--- config.mk ---
export PLATFORM = sky130hd
export DESIGN_NAME = crtc_regs
export DESIGN_NICKNAME = d
export VERILOG_FILES = /design/src/rtl/crtc_regs.sv
export SDC_FILE = /design/constraint.sdc
export NUM_CORES = 1
export LEC_CHECK = 0
export ABC_AREA = 1
export ABC_CLOCK_PERIOD_IN_PS = 9800
export CAP_MARGIN = 20
export CORE_MARGIN = 1
export CORE_UTILIZATION = 54
export DETAILED_ROUTE_END_ITERATION = 10
export PLACE_DENSITY = 0.79
export RECOVER_POWER = 25
export SYNTH_ARGS = -nofsm -noshare
export SYNTH_HDL_FRONTEND = slang
export SYNTH_SLANG_ARGS = --single-unit
--- constraint.sdc ---
create_clock -name clk_i -period 9.8 [get_ports clk_i]
set_input_delay 1.96 -clock clk_i [delete_from_list [all_inputs] [get_ports clk_i]]
set_output_delay 1.96 -clock clk_i [all_outputs]
set_load 0.02 [all_outputs]
--- src/rtl/crtc_regs.sv ---
// 6545-style CRTC CPU register port: address/status and data registers, a staging
// file for the 16 timing registers, and an active copy committed atomically at v_sync.
module crtc_regs #(
  parameter bit COMMIT_ON_VSYNC = 1'b1
) (
  input  logic       clk_i,
  input  logic       reset_i,
  input  logic       cpu_en_i,
  input  logic       cpu_we_i,
  input  logic       cpu_rs_i,
  input  logic [7:0] cpu_data_i,
  output logic [7:0] cpu_data_o,
  input  logic       v_sync_i,
  output logic [7:0] r0_o,
  output logic [7:0] r1_o,
  output logic [7:0] r2_o,
  output logic [7:0] r3_o,
  output logic [6:0] r4_o,
  output logic [4:0] r5_o,
  output logic [6:0] r6_o,
  output logic [6:0] r7_o,
  output logic [7:0] r8_o,
  output logic [4:0] r9_o,
  output logic [6:0] r10_o,
  output logic [4:0] r11_o,
  output logic [5:0] r12_o,
  output logic [7:0] r13_o,
  output logic [5:0] r14_o,
  output logic [7:0] r15_o,
  output logic       dirty_o
);

  function automatic logic [7:0] reg_mask(input logic [3:0] idx);
    case (idx)
      4'd4, 4'd6, 4'd7, 4'd10: reg_mask = 8'h7F;
      4'd5, 4'd9, 4'd11:       reg_mask = 8'h1F;
      4'd12, 4'd14:            reg_mask = 8'h3F;
      default:                 reg_mask = 8'hFF;
    endcase
  endfunction

  function automatic logic [7:0] reg_default(input logic [3:0] idx);
    case (idx)
      4'd0:    reg_default = 8'd63;
      4'd1:    reg_default = 8'd40;
      4'd2:    reg_default = 8'd48;
      4'd3:    reg_default = 8'h15;
      4'd4:    reg_default = 8'd32;
      4'd6:    reg_default = 8'd25;
      4'd7:    reg_default = 8'd28;
      4'd9:    reg_default = 8'd7;
      4'd12:   reg_default = 8'h10;
      default: reg_default = 8'h00;
    endcase
  endfunction

  logic [4:0] addr;
  logic [7:0] stage  [16];
  logic [7:0] active [16];
  logic       dirty;
  logic       s0, s1, prev;
  logic       commit;
  logic       wr_addr, wr_data, rd;
  logic [7:0] rd_val;

  assign wr_addr = cpu_en_i & cpu_we_i & ~cpu_rs_i;
  assign wr_data = cpu_en_i & cpu_we_i & cpu_rs_i & ~addr[4];
  assign rd      = cpu_en_i & ~cpu_we_i;
  assign commit  = s1 & ~prev;

  // Status and readable-register mux; only R14/R15 read back, the rest return zero
  always_comb begin
    rd_val = 8'h00;
    if (!cpu_rs_i) begin
      rd_val = {dirty, 1'b0, s1, 5'b00000};
    end else if (addr == 5'd14) begin
      rd_val = stage[14];
    end else if (addr == 5'd15) begin
      rd_val = stage[15];
    end else begin
      rd_val = 8'h00;
    end
  end

  // v_sync is asynchronous to clk_i: two-flop synchronizer plus edge-detect flop
  always_ff @(posedge clk_i or posedge reset_i) begin
    if (reset_i) begin
      s0   <= 1'b0;
      s1   <= 1'b0;
      prev <= 1'b0;
    end else begin
      s0   <= v_sync_i;
      s1   <= s0;
      prev <= s1;
    end
  end

  // CPU side: address register, staging file, read data
  always_ff @(posedge clk_i or posedge reset_i) begin
    if (reset_i) begin
      addr       <= 5'd0;
      cpu_data_o <= 8'h00;
      for (int i = 0; i < 16; i++) stage[i] <= reg_default(4'(i));
    end else begin
      if (wr_addr) addr <= cpu_data_i[4:0];
      if (wr_data) stage[addr[3:0]] <= cpu_data_i & reg_mask(addr[3:0]);
      if (rd) cpu_data_o <= rd_val;
    end
  end

  // Active copy; a write on the commit edge lands in staging only, so dirty stays set
  always_ff @(posedge clk_i or posedge reset_i) begin
    if (reset_i) begin
      dirty <= 1'b0;
      for (int i = 0; i < 16; i++) active[i] <= reg_default(4'(i));
    end else begin
      if (!COMMIT_ON_VSYNC || commit) begin
        for (int i = 0; i < 16; i++) active[i] <= stage[i];
      end
      if (!COMMIT_ON_VSYNC) dirty <= 1'b0;
      else if (wr_data)     dirty <= 1'b1;
      else if (commit)      dirty <= 1'b0;
    end
  end

  assign dirty_o = dirty;
  assign r0_o  = active[0];
  assign r1_o  = active[1];
  assign r2_o  = active[2];
  assign r3_o  = active[3];
  assign r4_o  = active[4][6:0];
  assign r5_o  = active[5][4:0];
  assign r6_o  = active[6][6:0];
  assign r7_o  = active[7][6:0];
  assign r8_o  = active[8];
  assign r9_o  = active[9][4:0];
  assign r10_o = active[10][6:0];
  assign r11_o = active[11][4:0];
  assign r12_o = active[12][5:0];
  assign r13_o = active[13];
  assign r14_o = active[14][5:0];
  assign r15_o = active[15];

endmodule

# Yosys cells after proc, flatten, opt, wreduce, memory -nomap -nowiden
# Memories as Yosys holds them, arrays and structs flattened.
# Index checks and enable logic that the tools add are counted.
dict set report op_classes {
  order_cmp 2
  n_eq_ne 2
  n_mux 9
  bitwise_logic 12
  reduce_logical 2
}
# op n
set ops {}
lappend ops {{$bwmux 128} 1}
lappend ops {{$mux 8} 5}
lappend ops {{$demux 8 s4} 1}
lappend ops {{$eq 5x4->1 const B} 2}
lappend ops {{$and 8x8->8} 1}
lappend ops {{$and 1x1->1} 6}
lappend ops {{$ge 5x5->1 const B} 1}
lappend ops {{$lt 5x1->1 const B} 1}
lappend ops {{$not 4->5} 1}
lappend ops {{$not 1->1} 4}
lappend ops {{$mux 1} 2}
lappend ops {{$reduce_bool 2->1} 1}
lappend ops {{$logic_and 1x1->1} 1}
dict set report word_totals {
  regBits 256
  mem_bits_ro 48
  in_bits 14
  output_inout_bits 120
  elab_cells 66
  memories 1
}
# memory words word_bits read_ports rd_ports_with_merged_regs wr line
set mem_list {}
lappend mem_list {{(name not given)} 16 3 1 0 0 34} ;# case (idx)

# Depth between registers and ports, before layout
# Gate-level depths: netlist of the first run.
dict set report logic_depth {
  word_depth 6
  mapped_depth 10
  mapped_depth_nobuf 8
}

# Least setup slack after synthesis of the first run
# No wires, ideal clock.
dict set report synth_path {
  path_type {input to register}
  start {input cpu_we_i}
  end {register stage[119] (netlist bit)}
  setup_ps 128
  arrival_ps 2743
  required_time_ps 9672
  setup_slack_ps 6929
  path_stages 8
  path_buffers 1
  path_cell_list {nand3_4 > inv_1 > nand2_2 > nor2_2 > nand2_2 > buf_6 > nand2_1 > o21ai_0}
}
dict set report synth_between {
  elab_chain_len 3
}
# element line
set synth_lines {}
lappend synth_lines {{from (decl)} 9} ;# input logic cpu_we_i,
lappend synth_lines {{$and 1x1->1 (3 in a row)} 67} ;# assign wr_data = cpu_en_i & cpu_we_i & cpu_rs_i & ~addr[4];
lappend synth_lines {{to (signal, indexed assignment)} 106} ;# if (wr_data) stage[addr[3:0]] <= cpu_data_i & reg_mask(addr[3:0]);
lappend synth_lines {{to (decl)} 58} ;# logic [7:0] stage [16];
# Every way passes these cells.
# A chain may end at the register's enable or synchronous reset.

# Worst setup path in the final report of the first run
dict set report layout_path {
  start {register s1}
  end {register active, in the netlist r6_o[5]}
}
dict set report layout_between {
  elab_chain_len 1
}
# element line
set layout_lines {}
lappend layout_lines {{from (decl)} 61} ;# logic s0, s1, prev;
lappend layout_lines {{from (signal assigned)} 89} ;# s1 <= 1'b0;
lappend layout_lines {{from (signal assigned)} 93} ;# s1 <= s0;
lappend layout_lines {{$and 1x1->1} 69} ;# assign commit = s1 & ~prev;
lappend layout_lines {{to (decl)} 59} ;# logic [7:0] active [16];
# Every way passes these cells.

==> run_results.csv, run 1 <==
group,metric,value,unit
timing,layout_worst_path_cycle_share,48.1,%
floorplan,die_x,133,um
routing,route.detailed.drc,0,
outcome,violations,"max-capacitance violations, max-slew violations",
global_route,grt_usage,24.4,%
hold_path,hold_end,"s1$_DFF_PP0_",
timing,timing.final.max_slew_violations,151,
yosys,syn_inst,968,
worst_setup_path,timing.rr.end,"r6_o[5]$_DFFE_PP0P_",
floorplan,die_y,133,um
yosys,synth-seq-area-share,65.8,%
global_route,grt_antenna_before_repair,0,
run,max_cap_violations,2,
placement,portBuffers,133,
hold_path,hold_depth,0,
yosys,synth.ff_latch_count,241,
worst_setup_path,worstReg2RegStart,"s1$_DFF_PP0_",
yosys,yosysTopAreaCell,"dfrtp_1",
global_route,overflow,0,
worst_setup_path,cp_max_fo,93,
routing,avgRoutedWirePerCell,15.9,um
routing,viasPerCell,5.23,
hold_path,worst_hold_path_type,"reg2reg",
timing,finClkSkew,0.0114,ns
timing,fin_crit,4.72,ns
timing,fin_hold_ws,0.356,ns
yosys,syn_area_per_cell,9.56,sq um
outcome,status,"complete, but fails checks",
timing,worst-slew-pin-transition,3.90,ns
timing,rsz0062_at_grt,"false",
pwr,power_leakage,0.00552,uW
clock_tree,post_cts_buffers,0,
pwr,ir_drop,0.000152,V
pwr,cellPowerDensity,251,nW/um^2
timing,fmax,0.212,GHz
yosys,synth_area_leaders,"dfrtp_1 52%, nand2_1 17%, dfstp_2 14%",
clock_tree,cts_tree,"done",
yosys,syn-cell-area,9260,sq um
clock_tree,numCtsBuffers,24,
timing,relSlewSlack,-160,%
timing,fin_tns_setup,0,ns
clock_tree,clockBufferDepth,3,
layout,fin_nets,1105,
global_route,grt_pass1_wl,33800,um
global_route,grt_pass1_vias,6619,
yosys,synth.top_cell.area_share,52.2,%
layout,fillers,1252,
layout,area_growth,25.0,%
worst_setup_path,rr_worst_depth,5,
yosys,synth.distinct_cells,25,
clock_tree,clk_pin_slew,0.06,ns
routing,vias,6947,
floorplan,dieArea,17700,sq um
worst_setup_path,crit_required,10.01,ns
routing,finalWirelength,21100,um
clock_tree,numClockSinks,241,
clock_tree,hold_buffers,0,
timing,hold_viol_final,0,
worst_setup_path,critPathKind,"reg2reg",
worst_setup_path,cp.arrival,4.92,ns
floorplan,row_count,47,
routing,ant_nets,0,
worst_setup_path,end_kind,"flop",
layout,drive_gt1_share,11.9,%
routing,dr.pass1.iters,5,
hold_path,hold_path.startpoint,"s0$_DFF_PP0_",
placement,gp_congestion,0.864,
global_route,grt_max_degree,158,
yosys,syn_nets,983,
clock_tree,htree_num_levels,1,
floorplan,io_pins,134,
yosys,ys_warn_count,0,
layout,num_antenna_cells,0,
clock_tree,clk_latency,0.51,ns
floorplan,core,16600,sq um
worst_setup_path,r2r_slack,5.08,ns
timing,setup_viol,0,
floorplan,initial_core_util,55.6,%
worst_setup_path,worstSetupStartpointType,"flop",
clock_tree,cts-root-buf,"clkbuf_16",
clock_tree,post_cts_resized,0,
routing,first_iter_violations,554,
placement,dp_hpwl,13000,um
[sequential cells by signal, indices dropped and copies added (netlist names), 7 cells and up]
| register | cells |
|---|---|
| r2_o | 8 |
| r7_o | 7 |
| r6_o | 7 |
| r1_o | 8 |
| r3_o | 8 |
| cpu_data_o | 8 |
| r13_o | 8 |
| r10_o | 7 |
| r4_o | 7 |
| r8_o | 8 |
| stage | 113 |
| r15_o | 8 |
| r0_o | 8 |
[per-layer routing]
| metal | part of all wire [%] | vias to the layer above | track usage, % |
|---|---|---|---|
| met5 | 0 | - | 0 |
| met4 | 1.5 | 0 | 6.70 |
| met3 | 5.5 | 23 | 3.49 |
| met2 | 49 | 208 | 40.3 |
| met1 | 44 | 3420 | 34.2 |
| li1 | - | 3296 | - |
[critical path: stages (launching register included)]
cell        delay (ns)
dfrtp_1           0.40
inv_1             0.06
nor2_1            0.05
clkinvlp_2        0.79
clkbuf_1          2.78
o21ai_0           0.32
[worst max-delay path by stage]
stage	start	end	slack (ns)	cells past startpoint
3_5_place_dp	reset_i	r3_o[7]$_DFFE_PP0P_	5.43	3
6_report	s1$_DFF_PP0_	r6_o[5]$_DFFE_PP0P_	5.08	5
2_1_floorplan	reset_i	addr[0]$_DFFE_PP0P_	1.30	1
5_1_grt	s1$_DFF_PP0_	r6_o[5]$_DFFE_PP0P_	4.44	5
3_3_place_gp	reset_i	stage[20]$_DFFE_PP0P_	5.45	3
4_1_cts	reset_i	r3_o[7]$_DFFE_PP0P_	5.98	3
[per-stage QoR]
stage	utilization [%]	setup WS [ns]	instance area [sq um]	total power, uW	instances
detailed placement	64.2	5.43	10700	1950	1282
floorplan	-	1.30	9260	1670	968
global placement	64.2	5.45	10700	1920	1282
finish	69.5	5.08	11600	2900	1328
global route	69.5	4.44	11600	3020	1328
CTS	69.3	5.98	11500	2910	1326
[cell type report]
| class | count | area, sq um | area share (%) |
|---|---|---|---|
| clock buffers | 32 | 672 | 5.81 |
| multi-input cells | 636 | 2770 | 23.9 |
| clock inverters | 12 | 166 | 1.44 |
| repair buffers | 138 | 1410 | 12.1 |
| well taps | 220 | 275 | 2.38 |
| inverters | 49 | 186 | 1.61 |
| flip-flops and latches | 241 | 6090 | 52.7 |
[power by group]
part | internal (uW) | switching, uW
Sequential | 1230 | 118
Clock | 588 | 375
Combinational | 252 | 334
[cell usage in the layout (no fill, tap or decap), types with 2 or more instances in the layout]
master	synthesis	routed
nand2_1	425	425
dfrtp_1	193	193
clkdlybuf4s50_1	0	131
o21ai_0	122	122
dfstp_2	48	48
inv_1	41	40
clkbuf_16	0	25
nor2_1	18	18
o21ai_1	16	16
o21ai_2	12	12
nand2_2	8	8
a21oi_1	8	8
inv_2	8	7
o211ai_1	6	6
nand3_1	6	6
clkinv_2	0	6
clkbuf_1	20	6
nor2_2	4	4
nor2_4	4	4
bufinv_16	0	4
clkinvlp_2	0	2
nand4_1	2	2
clkbuf_8	0	2
dlygate4sd3_1	0	2
buf_16	0	2
buf_4	3	2
[synthesized netlist by cell type]
cell type and number:
ha_1 1, nand3_4 1, nor2_4 4, nand2_1 425
nand2_2 8, inv_2 8, nand3_2 1, o21ai_1 16
nor2_2 4, o211ai_1 6, nand3_1 6, o21ai_0 122
nor2_1 18, clkbuf_1 20, o21ai_2 12, buf_2 16
a21oi_1 8, dfrtp_1 193, inv_1 41, nor3_2 1
buf_4 3, nand4_1 2, buf_6 3, dfstp_2 48
nand4_2 1
[logic make-up after synthesis]
family / after synthesis / share of synthesized area, %
buffers and inverters: 91 / 4.27
adders and majority gates: 1 / 0.135
and+or+nand+nor: 471 / 20.3
AOI/OAI and AO/OA: 164 / 9.52
DFF: 241 / 65.8
(Power assumes the default switching activity.)
==> run 2: changes to the inputs <==
ABC_CLOCK_PERIOD_IN_PS = 3800   (was 9800)
CORE_UTILIZATION = 49   (was 54)
PLACE_DENSITY = 0.76   (was 0.79)
clock period = 3.8 ns   (was 9.8 ns; I/O delays follow)
==> run 2 against run 1 <==
Against the previous run: the flow still finishes with violations (max-capacitance violations, max-slew violations); global-route usage is 0.96 points lower; sequential share of layout area rose by 0.13 points; total power increased to 2.6 times the previous value; critical path type is now in2async; largest power group unchanged.
==> run_results.csv, run 2 (synthesized netlist as in run 1, its figures left out) <==
group,metric,value,unit
outcome,status,"complete, but fails checks",
outcome,violations,"max-capacitance violations, max-slew violations",
worst_setup_path,critPathKind,"in2async",
placement,gp_congestion,0.932,
clock_tree,cts_tree,"done",
layout,final_cell_mix,"425 x nand2_1, 193 x dfrtp_1, 132 x clkdlybuf4s50_1",
worst_setup_path,rr_worst_depth,5,
clock_tree,clockBufferDepth,3,
worst_setup_path,cp_max_fo,157,
layout,drive_gt1_share,12.2,%
timing,fin_tns_setup,0,ns
layout,multi_input_area,2770,sq um
layout,final_util,63.4,%
global_route,grt_max_degree,158,
worst_setup_path,crit_required,4.00,ns
worst_setup_path,worstReg2RegStart,"addr[1]$_DFFE_PP0P_",
timing,setup_viol,0,
timing,fmax,0.371,GHz
routing,viasPerCell,5.14,
layout,area_growth,24.7,%
timing,timing.final.max_slew_violations,243,
timing,fin_crit,2.70,ns
worst_setup_path,cp_cell_sequence,"clkdlybuf4s50_1 > clkinvlp_2 > clkbuf_4",
layout,largest_reg_flops,113,
placement,portBuffers,133,
pwr,power_leakage,0.00551,uW
clock_tree,clk_latency,0.51,ns
layout,fillers,1473,
routing,finalWirelength,21800,um
clock_tree,post_cts_buffers,0,
worst_setup_path,cp-startpoint,"reset_i",
routing,dr.pass1.iters,5,
floorplan,die_x,139,um
worst_setup_path,end_kind,"async pin",
layout,final_common_cell,"nand2_1",
routing,route.detailed.drc,0,
global_route,grt_antenna_before_repair,0,
placement,post-place-ws,1.24,ns
timing,layout_setup_ws,1.10,ns
layout,num_antenna_cells,0,
pwr,power,7440,uW
timing,relSlewSlack,-39.4,%
global_route,grt_pass1_vias,6772,
floorplan,initial_core_util,50.8,%
timing,finClkSkew,0.0124,ns
global_route,grt_usage,23.5,%
timing,worst-slew-pin-transition,2.09,ns
clock_tree,hold_buffers,0,
worst_setup_path,timing.rr.end,"stage[8]$_DFFE_PP0P_",
timing,rsz0062_at_grt,"false",
worst_setup_path,crit_end,"addr[3]$_DFFE_PP0P_",
floorplan,io_pins,134,
global_route,grt_pass1_wl,36000,um
worst_setup_path,slowest_stage,"clkbuf_4",
timing,layout_worst_path_cycle_share,70.9,%
floorplan,dieArea,19400,sq um
clock_tree,post_cts_resized,0,
clock_tree,htree_num_levels,1,
worst_setup_path,max_stage_delay,1.47,ns
worst_setup_path,worstSetupStartpointType,"input pin",
floorplan,core,18200,sq um
layout,seqCellArea,6090,sq um
pwr,cellPowerDensity,645,nW/um^2
pwr,ir_drop,0.000440,V
timing,hold_viol_final,0,
run,max_cap_violations,2,
routing,first_iter_violations,443,
routing,avgRoutedWirePerCell,16.3,um
routing,vias,6873,
layout,regMostFlops,"stage",
hold_path,worst_hold_path_type,"reg2reg",
clock_tree,numCtsBuffers,24,
floorplan,row_count,49,
timing,fin_hold_ws,0.361,ns
placement,dp_hpwl,13400,um
clock_tree,clk_pin_slew,0.06,ns
layout,fin_nets,1105,
routing,ant_nets,0,
clock_tree,numClockSinks,241,
worst_setup_path,r2r_slack,1.79,ns
floorplan,die_y,139,um
worst_setup_path,cp.arrival,2.90,ns
clock_tree,cts-root-buf,"clkbuf_16",
global_route,overflow,0,
==> run 2: cell types whose count changed in the layout (fill, tap and decap cells not counted), moves of 2 or more <==
| cell | before | now |
|---|---|---|
| buf_16 | 2 | 0 |
| bufinv_16 | 4 | 2 |
| clkbuf_1 | 6 | 3 |
| clkbuf_8 | 2 | 7 |
| clkinv_2 | 6 | 4 |
==> run 2: worst min-delay path by stage <==
stage            startpoint           end  depth (start not counted)
4_1_cts        s0$_DFF_PP0_  s1$_DFF_PP0_                          0
5_1_grt        s0$_DFF_PP0_  s1$_DFF_PP0_                          0
3_3_place_gp   s0$_DFF_PP0_  s1$_DFF_PP0_                          0
6_report       s0$_DFF_PP0_  s1$_DFF_PP0_                          0
2_1_floorplan  s0$_DFF_PP0_  s1$_DFF_PP0_                          0
3_5_place_dp   s0$_DFF_PP0_  s1$_DFF_PP0_                          0
==> run 2: final cells by class <==
class | instances | share of cell area [%]
sequential | 241 | 52.8
multi-input combinational | 636 | 24.0
timing repair buffer | 138 | 11.8
clock buffer | 35 | 6.36
tap | 229 | 2.48
inverter | 49 | 1.63
clock inverter | 9 | 0.900
==> run 2: power by group <==
group	leakage [uW]	internal [uW]	switching, uW
Combinational	0.00208	643	875
Clock	0.000410	1480	975
Sequential	0.00301	3180	299
Total	0.00551	5290	2150
==> run 2: per-layer routing <==
metal	vias up	GRT usage (%)	routed length, um
met5	-	0	0
met1	3357	32.7	9660
met3	25	3.27	1120
li1	3290	-	-
met2	201	39.0	10700
met4	0	5.96	323
==> run 2: critical path: cells and delay by family <==
kind	cells	cell delay [ns]
buffers and inverters	3	1.96
==> run 2: metrics by stage <==
step | cell area [sq um] | std cells
after floorplan | 9260 | 968
after global placement | 10700 | 1293
after detailed placement | 10700 | 1293
after CTS | 11600 | 1337
after global routing | 11500 | 1337
final | 11500 | 1337
==> run 3: changes to the inputs <==
ABC_CLOCK_PERIOD_IN_PS = 2800   (was 3800)
CORE_UTILIZATION = 54   (was 49)
PLACE_DENSITY = 0.79   (was 0.76)
clock period = 2.8 ns   (was 3.8 ns; I/O delays follow)
==> run 3 against run 2 <==
Against the previous run: the run now ends clean; clock power increased by 26%; count of clock-buffer cells in the layout increased by 1; sequential power increased by 36%; critical path depth decreased by 2; global-route usage increased by 1.6 points; first-iteration DRC count increased by 4.5%; combinational power increased by 36%; die area decreased by 9.1%; sequential share of layout area increased by 0.11 points; largest cell class unchanged.
==> run_results.csv, run 3 (synthesized netlist as in run 1, its figures left out) <==
group,metric,value,unit
outcome,status,"complete, no violations",
timing,relSlewSlack,29.9,%
layout,final_area,11500,sq um
worst_setup_path,critPathKind,"reg2out",
layout,fin_nets,1109,
layout,fillers,1296,
timing,layout_setup_ws,0.579,ns
routing,avgRoutedWirePerCell,16.1,um
placement,dp_hpwl,13600,um
floorplan,core,16600,sq um
routing,ant_nets,0,
layout,multi_input_area,2770,sq um
layout,final_common_cell,"nand2_1",
clock_tree,post_cts_resized,0,
pwr,cellPowerDensity,858,nW/um^2
timing,layout_worst_path_cycle_share,79.3,%
global_route,overflow,0,
timing,fmax,0.450,GHz
worst_setup_path,critPathBufInv,1,
worst_setup_path,cp.arrival,1.66,ns
timing,timing.final.max_slew_violations,0,
clock_tree,post_cts_buffers,0,
timing,rsz0062_at_grt,"false",
worst_setup_path,worstSetupStartpointType,"flop",
worst_setup_path,crit_required,2.24,ns
worst_setup_path,slowest_stage,"clkdlybuf4s50_1",
pwr,ir_drop,0.000565,V
layout,regMostFlops,"stage",
global_route,grt_antenna_before_repair,0,
layout,num_antenna_cells,0,
layout,final_cell_mix,"425 x nand2_1, 193 x dfrtp_1, 131 x clkdlybuf4s50_1",
clock_tree,numClockSinks,241,
worst_setup_path,cp_max_fo,2,
timing,hold_viol_final,0,
clock_tree,clockBufferDepth,3,
routing,route.detailed.drc,0,
layout,seqCellArea,6090,sq um
layout,area_growth,24.4,%
worst_setup_path,max_stage_delay,0.61,ns
routing,dr.pass1.iters,7,
clock_tree,htree_num_levels,1,
global_route,grt_pass1_vias,6645,
floorplan,io_pins,134,
placement,post-place-ws,0.483,ns
clock_tree,cts_tree,"done",
global_route,grt_usage,25.1,%
placement,portBuffers,133,
run,max_cap_violations,0,
layout,largest_reg_flops,113,
timing,worst-slew-pin-transition,1.05,ns
floorplan,die_x,133,um
layout,drive_gt1_share,12.2,%
floorplan,initial_core_util,55.6,%
clock_tree,numCtsBuffers,24,
global_route,grt_max_degree,115,
floorplan,dieArea,17700,sq um
worst_setup_path,cp_cell_sequence,"clkdlybuf4s50_1",
pwr,power,9870,uW
clock_tree,clk_latency,0.51,ns
routing,vias,6937,
clock_tree,hold_buffers,0,
routing,viasPerCell,5.21,
timing,setup_viol,0,
clock_tree,cts-root-buf,"clkbuf_16",
routing,first_iter_violations,463,
floorplan,row_count,47,
worst_setup_path,end_kind,"output pin",
worst_setup_path,critPathTopFamily,"buffers and inverters",
global_route,grt_pass1_wl,35100,um
timing,finClkSkew,0.0135,ns
clock_tree,clk_pin_slew,0.07,ns
hold_path,worst_hold_path_type,"reg2reg",
placement,gp_congestion,0.915,
pwr,power_leakage,0.00551,uW
routing,finalWirelength,21400,um
timing,fin_crit,2.22,ns
floorplan,die_y,133,um
placement,dpl-instance-area,10800,sq um
run 3: changes by cell type in the layout (fill, tap and decap cells not counted), sizes merged:
| cell | change |
|---|---|
| dlygate4sd3 | +1 |
| clkdlybuf4s50 | -1 |
| buf | +4 |
| clkbuf | +1 |
| inv | +1 |
| bufinv | -2 |
| clkinvlp | -1 |
run 3: path summary, 6_finish.rpt:
path	startpoint	endpoint	slack, ns	cells past startpoint
worst min register to register	s0$_DFF_PP0_	s1$_DFF_PP0_	0.37	0
worst min-delay path	s0$_DFF_PP0_	s1$_DFF_PP0_	0.37	0
min in group asynchronous	reset_i	r3_o[3]$_DFFE_PP0P_	0.46	2
max in group asynchronous	reset_i	stage[57]$_DFFE_PP0P_	0.99	3
worst max-delay path	r9_o[2]$_DFFE_PP1P_	r9_o[2]	0.58	1
worst max register to register	addr[1]$_DFFE_PP0P_	stage[70]$_DFFE_PP0P_	0.94	6
run 3: where the power goes:
part	internal [uW]	total [uW]	leakage [uW]	switching, uW
registers	4310	4720	0.00301	413
logic	878	2060	0.00211	1180
clock network	1790	3090	0.000381	1300
run 3: layer usage:
| layer | track usage (%) | vias up | share of wire, % |
|---|---|---|---|
| met5 | 0 | - | 0 |
| met1 | 35.2 | 3385 | 44 |
| met4 | 6.77 | 0 | 1.9 |
| li1 | - | 3305 | - |
| met2 | 41.3 | 212 | 49 |
| met3 | 3.52 | 35 | 5.5 |
run 3: final cells by class:
cell class	count	share of cell area [%]
clock inverters	7	0.359
inverters	49	1.63
well taps	220	2.39
clock buffers	36	6.31
flip-flops and latches	241	52.9
multi-input cells	636	24.1
repair buffers	142	12.3
run 3: per-stage QoR:
stage / util, % / setup TNS [ns] / hold WS [ns] / instances
after floorplan: - / -173.54 / 0.331 / 968
after global placement: 64.7 / 0 / 0.334 / 1288
after detailed placement: 64.7 / 0 / 0.355 / 1288
after CTS: 69.3 / 0 / 0.324 / 1331
after global routing: 69.2 / 0 / 0.385 / 1331
final: 69.2 / 0 / 0.369 / 1331
